**src/rtl/multicycle_controller.sv**
```systemverilog
// Multicycle control FSM with NZCV flags and mem_ready wait/timeout.
// Define COND_EXEC_EN to honour the cond field; otherwise every instr runs.
module multicycle_controller #(
  parameter int MEM_WAIT_MAX = 15
) (
  input  logic       clk,
  input  logic       reset,
  input  logic [3:0] cond,
  input  logic [1:0] op,
  input  logic [5:0] funct,
  input  logic [3:0] rd,
  input  logic [3:0] alu_flags,
  input  logic       mem_ready,
  output logic       pc_write,
  output logic       ir_write,
  output logic       adr_src,
  output logic       mem_write,
  output logic       reg_write,
  output logic [1:0] result_src,
  output logic [1:0] alu_src_a,
  output logic [1:0] alu_src_b,
  output logic [1:0] imm_src,
  output logic [1:0] reg_src,
  output logic [2:0] alu_control,
  output logic       mem_err
);

  typedef enum logic [3:0] {
    S_FETCH,
    S_DECODE,
    S_MEMADR,
    S_MEMRD,
    S_MEMWR,
    S_MEMWB,
    S_EXECR,
    S_EXECI,
    S_ALUWB,
    S_BRANCH
  } state_t;

  localparam logic [2:0] ALU_ADD = 3'b000;
  localparam logic [2:0] ALU_SUB = 3'b001;
  localparam logic [2:0] ALU_AND = 3'b010;
  localparam logic [2:0] ALU_ORR = 3'b011;
  localparam logic [2:0] ALU_MOV = 3'b100;

  localparam logic [7:0] WAIT_LIM = 8'(MEM_WAIT_MAX - 1);

  state_t     state, next;
  logic [3:0] flags;
  logic [7:0] wait_cnt;
  logic       mem_err_q;
  logic       cond_ex;
  logic       is_wait;
  logic       timeout;
  logic       is_cmp;
  logic       is_exec;
  logic       flag_upd;
  logic [3:0] cmd;
  logic [2:0] dp_ctl;

  assign cmd      = funct[4:1];
  assign is_cmp   = (cmd == 4'b1010);
  assign is_exec  = (state == S_EXECR) || (state == S_EXECI);
  assign flag_upd = is_exec && (funct[0] || is_cmp);
  assign is_wait  = (state == S_FETCH) || (state == S_MEMRD) ||
                    (state == S_MEMWR);
  // The limit cycle is the MEM_WAIT_MAX-th cycle spent waiting.
  assign timeout  = is_wait && !mem_ready && (wait_cnt == WAIT_LIM);
  assign mem_err  = mem_err_q;

`ifdef COND_EXEC_EN
  logic n_f, z_f, c_f, v_f;
  assign {n_f, z_f, c_f, v_f} = flags;

  always_comb begin
    cond_ex = 1'b0;
    case (cond)
      4'b0000: cond_ex = z_f;
      4'b0001: cond_ex = !z_f;
      4'b0010: cond_ex = c_f;
      4'b0011: cond_ex = !c_f;
      4'b0100: cond_ex = n_f;
      4'b0101: cond_ex = !n_f;
      4'b0110: cond_ex = v_f;
      4'b0111: cond_ex = !v_f;
      4'b1000: cond_ex = c_f && !z_f;
      4'b1001: cond_ex = !c_f || z_f;
      4'b1010: cond_ex = (n_f == v_f);
      4'b1011: cond_ex = (n_f != v_f);
      4'b1100: cond_ex = !z_f && (n_f == v_f);
      4'b1101: cond_ex = z_f || (n_f != v_f);
      4'b1110: cond_ex = 1'b1;
      default: cond_ex = 1'b0;
    endcase
  end
`else
  logic unused_cond;
  assign unused_cond = ^{cond, flags};
  assign cond_ex     = 1'b1;
`endif

  always_comb begin
    dp_ctl = ALU_ADD;
    unique case (1'b1)
      (cmd == 4'b0010),
      (cmd == 4'b1010): dp_ctl = ALU_SUB;
      (cmd == 4'b0000): dp_ctl = ALU_AND;
      (cmd == 4'b1100): dp_ctl = ALU_ORR;
      (cmd == 4'b1101): dp_ctl = ALU_MOV;
      default:          dp_ctl = ALU_ADD;
    endcase
  end

  always_ff @(posedge clk or negedge reset) begin
    if (!reset) begin
      state     <= S_FETCH;
      flags     <= 4'b0000;
      wait_cnt  <= 8'd0;
      mem_err_q <= 1'b0;
    end else begin
      state     <= next;
      mem_err_q <= timeout;
      if (flag_upd)
        flags <= alu_flags;
      if ((next != state) || timeout)
        wait_cnt <= 8'd0;
      else if (is_wait)
        wait_cnt <= wait_cnt + 8'd1;
    end
  end

  always_comb begin
    next        = state;
    pc_write    = 1'b0;
    ir_write    = 1'b0;
    adr_src     = 1'b0;
    mem_write   = 1'b0;
    reg_write   = 1'b0;
    result_src  = 2'b00;
    alu_src_a   = 2'b00;
    alu_src_b   = 2'b00;
    imm_src     = 2'b00;
    reg_src     = 2'b00;
    alu_control = ALU_ADD;
    if (reset) begin
      unique case (state)
        S_FETCH: begin
          alu_src_a  = 2'b01;
          alu_src_b  = 2'b10;
          result_src = 2'b10;
          if (mem_ready) begin
            ir_write = 1'b1;
            pc_write = 1'b1;
            next     = S_DECODE;
          end
        end
        S_DECODE: begin
          alu_src_a = 2'b01;
          alu_src_b = 2'b10;
          if (!cond_ex)
            next = S_FETCH;
          else begin
            unique case (op)
              2'b01:   next = S_MEMADR;
              2'b00:   next = funct[5] ? S_EXECI : S_EXECR;
              2'b10:   next = S_BRANCH;
              default: next = S_FETCH;
            endcase
          end
        end
        S_MEMADR: begin
          alu_src_b = 2'b01;
          imm_src   = 2'b01;
          next      = funct[0] ? S_MEMRD : S_MEMWR;
        end
        S_MEMRD: begin
          adr_src = 1'b1;
          if (mem_ready)
            next = S_MEMWB;
          else if (timeout)
            next = S_FETCH;
        end
        S_MEMWR: begin
          adr_src   = 1'b1;
          reg_src   = 2'b10;
          mem_write = 1'b1;
          if (mem_ready || timeout)
            next = S_FETCH;
        end
        S_MEMWB: begin
          result_src = 2'b01;
          reg_write  = (rd != 4'hF);
          pc_write   = (rd == 4'hF);
          next       = S_FETCH;
        end
        S_EXECR, S_EXECI: begin
          alu_src_b   = (state == S_EXECI) ? 2'b01 : 2'b00;
          alu_control = dp_ctl;
          next        = is_cmp ? S_FETCH : S_ALUWB;
        end
        S_ALUWB: begin
          reg_write = (rd != 4'hF);
          pc_write  = (rd == 4'hF);
          next      = S_FETCH;
        end
        S_BRANCH: begin
          reg_src    = 2'b01;
          alu_src_b  = 2'b01;
          imm_src    = 2'b10;
          result_src = 2'b10;
          pc_write   = 1'b1;
          next       = S_FETCH;
        end
        default: next = S_FETCH;
      endcase
    end
  end

endmodule

```
**config.mk**
```make
export PLATFORM = sky130hd
export DESIGN_NAME = multicycle_controller
export DESIGN_NICKNAME = d
export VERILOG_FILES = /design/src/rtl/multicycle_controller.sv
export SDC_FILE = /design/constraint.sdc
export NUM_CORES = 1
export LEC_CHECK = 0
export ABC_AREA = 0
export CAP_MARGIN = 5
export CORE_MARGIN = 3
export CORE_UTILIZATION = 44
export DETAILED_ROUTE_END_ITERATION = 6
export GPL_TIMING_DRIVEN = 0
export PLACE_DENSITY_LB_ADDON = 0.1
export SLEW_MARGIN = 0
export SYNTH_ARGS = -nofsm -noshare
export SYNTH_HDL_FRONTEND = slang
export SYNTH_SLANG_ARGS = --single-unit
```
**constraint.sdc**
```tcl
create_clock -name clk -period 2.6 [get_ports clk]
set_clock_uncertainty 0.1 [all_clocks]
set_input_delay 0.65 -clock clk [delete_from_list [all_inputs] [get_ports clk]]
set_output_delay 0.65 -clock clk [all_outputs]
set_load 0.05 [all_outputs]
```
### After elaboration in Yosys (flattened, before gate mapping)

Cells that the tools add are included.

| word-level totals | value |
|---|---|
| register bits after elaboration | 13 |
| input port bits | 23 |
| output and inout bits | 19 |

| operators by class | value |
|---|---|
| add/sub/neg operators | 1 |
| equal/unequal tests | 19 |
| muxes and demuxes | 37 |
| reduce and logical (&&, ||, !) cells | 18 |

Operators by type and width:

| operator | count |
|---|---|
| $eq A4 B4 Y1 const B | 6 |
| $mux W4 | 6 |
| $pmux W4 S6 | 1 |
| $eq A4 B3 Y1 const B | 4 |
| $mux W8 | 2 |
| $mux W1 | 14 |
| $reduce_or A2 Y1 | 7 |
| $eq A4 B2 Y1 const B | 3 |
| $pmux W2 S2 | 3 |
| $pmux W3 S4 | 1 |
| $pmux W4 S3 | 1 |
| $mux W3 | 3 |
| $add A8 B1 Y8 const B | 1 |
| $eq A8 B4 Y1 const B | 1 |
| $logic_not A4 Y1 | 2 |
| $mux W2 | 4 |
| $pmux W2 S3 | 1 |
| $eq A4 B1 Y1 const B | 1 |
| $logic_or A1 B1 Y1 | 4 |
| $ne A4 B4 Y1 | 1 |
| $ne A4 B4 Y1 const B | 1 |
| $pmux W1 S3 | 1 |
| $eq A2 B1 Y1 const B | 1 |
| $eq A2 B2 Y1 const B | 1 |
| 4 further kinds | 5 |

### Depth between registers and ports, before layout

| logic depth | value |
|---|---|
| depth in word-level cells | 12 |
| gate-level depth with buffers | 8 |
| gate-level depth less buffers | 8 |

### Least setup slack after synthesis

Ideal clock, no wire load.

| timing | value |
|---|---|
| path kind | input -> output |
| from | in reset |
| to | out alu_control[2] |
| arrival | 2,696 ps |
| data required time | 1,850 ps |
| setup slack | -846 ps |
| cell stages on the path | 3 |
| buffers on the path | 1 |
| cell sequence | clkbuf_1 -> nand3_1 -> nor4b_1 |

| on the way | value |
|---|---|
| cells in the longest elaborated chain, start to end | 1 |

Ends and longest elaborated chain:

| item | line | RTL |
|---|---|---|
| start, declared | 7 | `input logic reset,` |
| $mux W3 | 146 | `if (reset) begin` |
| end, declared | 24 | `output logic [2:0] alu_control,` |

Every way passes these cells.

### Worst setup path in the final report

| timing | value |
|---|---|
| from | in mem_ready |
| to | out pc_write |

| on the way | value |
|---|---|
| cells in the longest elaborated chain, start to end | 3 |

Ends and longest elaborated chain:

| item | line | RTL |
|---|---|---|
| start, declared | 13 | `input logic mem_ready,` |
| $mux W1 | 152 | `if (mem_ready) begin` |
| $pmux W1 S3 | 147 | `unique case (state)` |
| $mux W1 | 146 |  |
| end, declared | 14 | `output logic pc_write,` |

Every way passes these cells.

==> run_results.csv <==
group,metric,value,unit
timing,finalCritPeriodShare,97.7,%
power_and_ir_drop,cellLeakagePower,0.690,nW
power_and_ir_drop,intPower,0.683,mW
power_and_ir_drop,pwr-share-comb,70.9,%
place,hpwl,2460,microns
routing,firstDrtPassIters,4,
place,post-place-ws,-1.55,ns
timing,maxSlewViolCount,0,
job,max_cap_violations,0,
logic_synthesis,synth_ff_type,"dfrtp_1",
layout,drive_above_1_share,28.6,%
power_and_ir_drop,switching_share,53.4,%
logic_synthesis,ys_seq_elements,13,
logic_synthesis,synthTopCellsByArea,"dfrtp_1 28%, nor2_1 6.8%, nand2_1 4.5%, nor3_1 3.9%, xnor2_1 3.8%",
logic_synthesis,yosysWarnings,0,
logic_synthesis,syn_nets,175,
worst_setup_path,path_buf_inv,3,
clocking,clock_path_buffers,2,
floorplan,die_y,57.3,microns
worst_setup_path,cp-end-kind,"output port",
clocking,cts_buffers,3,
clocking,cts_tree,"yes",
routing,drt-total-wl,3340,microns
logic_synthesis,ys_types,49,
logic_synthesis,synth_cells,150,
floorplan,start_util,49.1,%
timing,setup_viol_count_final,0,
routing,vias_per_cell,5.87,
grt,grt.overflow.total,0,
routing,wire_per_inst,15.4,microns
layout,final_util,69.2,%
worst_setup_path,critPathMaxStageDelay,0.34,ns
logic_synthesis,synth_area,1160,sq um
timing,fin_setup_tns,0,ns
routing,drcViolationCount,0,
worst_setup_path,path_cells,"clkdlybuf4s15_2 -> inv_1 -> o21a_1 -> o32a_1 -> nor2_2 -> buf_6",
grt,grt_first_pass_wirelength,5520,microns
timing,hold_violations,0,
logic_synthesis,synth_edf_count,0,
place,place_inst,210,
grt,grt_pass1_vias,1146,
layout,finalNetCount,215,
worst_setup_path,crit_path_max_fanout,4,
timing,rsz0062_at_grt,"no",
grt,antenna_found_initial,0,
routing,drt_iter0_drc,77,
floorplan,die-area,3290,sq um
floorplan,row_count,17,
clocking,ctsHoldBuffers,0,
routing,vias,1273,
logic_synthesis,ys_seq_area_share,28.1,%
logic_synthesis,yosys.area.top_type,"dfrtp_1",
timing,period_needed,2.54,ns
power_and_ir_drop,vdd_drop_max,0.652,mV
power_and_ir_drop,p_seq_share,20.5,%
floorplan,core_area,2360,sq um
run_status,status,"completed",
clocking,cts_max_level,1,
layout,synthToLayoutAreaGrowth,40.9,%
layout,n_antenna_cell,0,
routing,drtAntennaViolNets,0,
worst_setup_path,path_delay_family,"compound AO/OA/AOI/OAI gates",
power_and_ir_drop,clockPowerShare,8.6,%
power_and_ir_drop,switching_power,0.782,mW
clocking,cts.clk_slew.worst_paths,0.08,ns
worst_setup_path,cp.arrival,1.79,ns
worst_setup_path,crit_type,"in2out",
worst_setup_path,critPathLaunchType,"input port",
clocking,cts.sinks,13,
min_path,hp-class,"in2async",
worst_setup_path,slowest_stage,"o32a_1",
layout,layoutNonFillerInstCount,217,
worst_setup_path,cp.required,1.85,ns
power_and_ir_drop,power.density,897,nW/um^2
place,gp_congestion,0.884,
floorplan,die_x,57.3,microns
logic_synthesis,syn_area_per_cell,7.72,sq um
timing,worst_slack,0.0606,ns
logic_synthesis,synth_top_area_share,28.1,%
timing,clock.fmax,394,MHz
grt,gr-usage-all-layers,21.2,%
logic_synthesis,synth_most_common_cell,"nor2_1",
logic_synthesis,synth_common_cells,"21 x nor2_1, 14 x nand2_1, 13 x dfrtp_1",
grt,grt_max_degree,19,
clocking,root_buffer,"clkbuf_4",
place,port_buffers,32,
floorplan,ios,42,
logic_synthesis,async_reset_ff_share,100,%
clocking,clk_latency,0.28,ns
power by group through the flow:
stage          logic (mW)  clock network, mW  registers, mW
3_5_place_dp        0.989                  0          0.301
6_report             1.04              0.126          0.300
4_1_cts              1.00              0.132          0.297
5_1_grt              1.12              0.145          0.306
2_1_floorplan       0.745                  0          0.286
3_3_place_gp        0.976                  0          0.297
kinds of logic after synthesis:
| family | after synthesis | share of synthesized area, % |
|---|---|---|
| XOR/XNOR | 7 | 5.29 |
| AND/OR/NAND/NOR | 81 | 38.3 |
| buffers and inverters | 16 | 7.23 |
| AO/OA/AOI/OAI | 28 | 16.7 |
| flip-flops | 13 | 28.1 |
| multiplexers | 2 | 1.84 |
| other | 1 | 0.324 |
| adder cells (fa/ha/maj) | 2 | 2.16 |
through the flow:
step	instance area, sq um	hold WS (ns)	power (mW)
global route	1630	0.0669	1.57
CTS	1620	0.111	1.43
global placement	1560	0.438	1.27
detailed placement	1560	0.457	1.29
finish	1630	0.0821	1.47
floorplan	1200	0.254	1.03
path summary, 6_finish.rpt:
check,startpoint,to,slack [ns],cells past startpoint
worst max register to register,state[0],wait_cnt[0],0.39,7
max in group asynchronous,reset,state[1],2.16,1
worst max-delay path,mem_ready,pc_write,0.06,6
worst min register to register,wait_cnt[7],wait_cnt[7],0.49,2
min in group clk,wait_cnt[7],wait_cnt[7],0.49,2
worst min-delay path,reset,wait_cnt[1],0.08,1
layer usage:
metal	vias up	wire length, microns	share of wire (%)	GRT usage, %
li1	612	-	-	-
met1	595	1430	43	29.4
met2	64	1580	47	32.5
met3	2	318	9.5	6.33
met4	0	9	0.27	4.97
met5	-	0	0	0
worst register-to-register path, stage by stage, from the launching register on:
cell and delay, ns:
dfrtp_1 0.42, buf_4 0.15, or2_2 0.34, o22ai_4 0.28
nand4_1 0.27, a21oi_1 0.21, nand3b_2 0.25, nor3_1 0.08
area by class of cell:
cell class / instances / area (sq um)
plain buffers: 9 / 77.6
clock buffers: 4 / 26.3
fillers: 203 / 728
inverters: 7 / 26.3
multi-input cells: 121 / 827
flip-flops and latches: 13 / 325
well taps: 28 / 35.0
repair buffers: 35 / 315
registers in the layout (all words and copies together) (netlist names):
signal,flops
mem_err,1
state,4
wait_cnt,8
cell usage in the layout, fill, tap and decap left out, types with 2 or more instances in the layout:
cell type	n
nor3b_2	2
inv_1	7
clkbuf_4	5
clkbuf_2	2
clkdlybuf4s50_1	6
nand3_1	4
dfrtp_1	13
buf_2	5
and3b_1	2
nor3_2	2
a21oi_1	8
xnor2_1	5
nand4_1	4
nor4_1	4
xor2_1	2
buf_4	7
nor3_1	5
buf_6	7
dlygate4sd2_1	7
o21ai_0	7
clkdlybuf4s15_2	8
ha_1	2
nor2_1	20
nand2b_1	5
nand2_1	14
nor3_4	2
what timing repair did:
item,in CTS,in global routing
endpoints found under the setup margin,25,14
gates resized for setup,98,15
setup buffers,2,1
pin swaps,3,1
(Power assumes the default switching activity.)
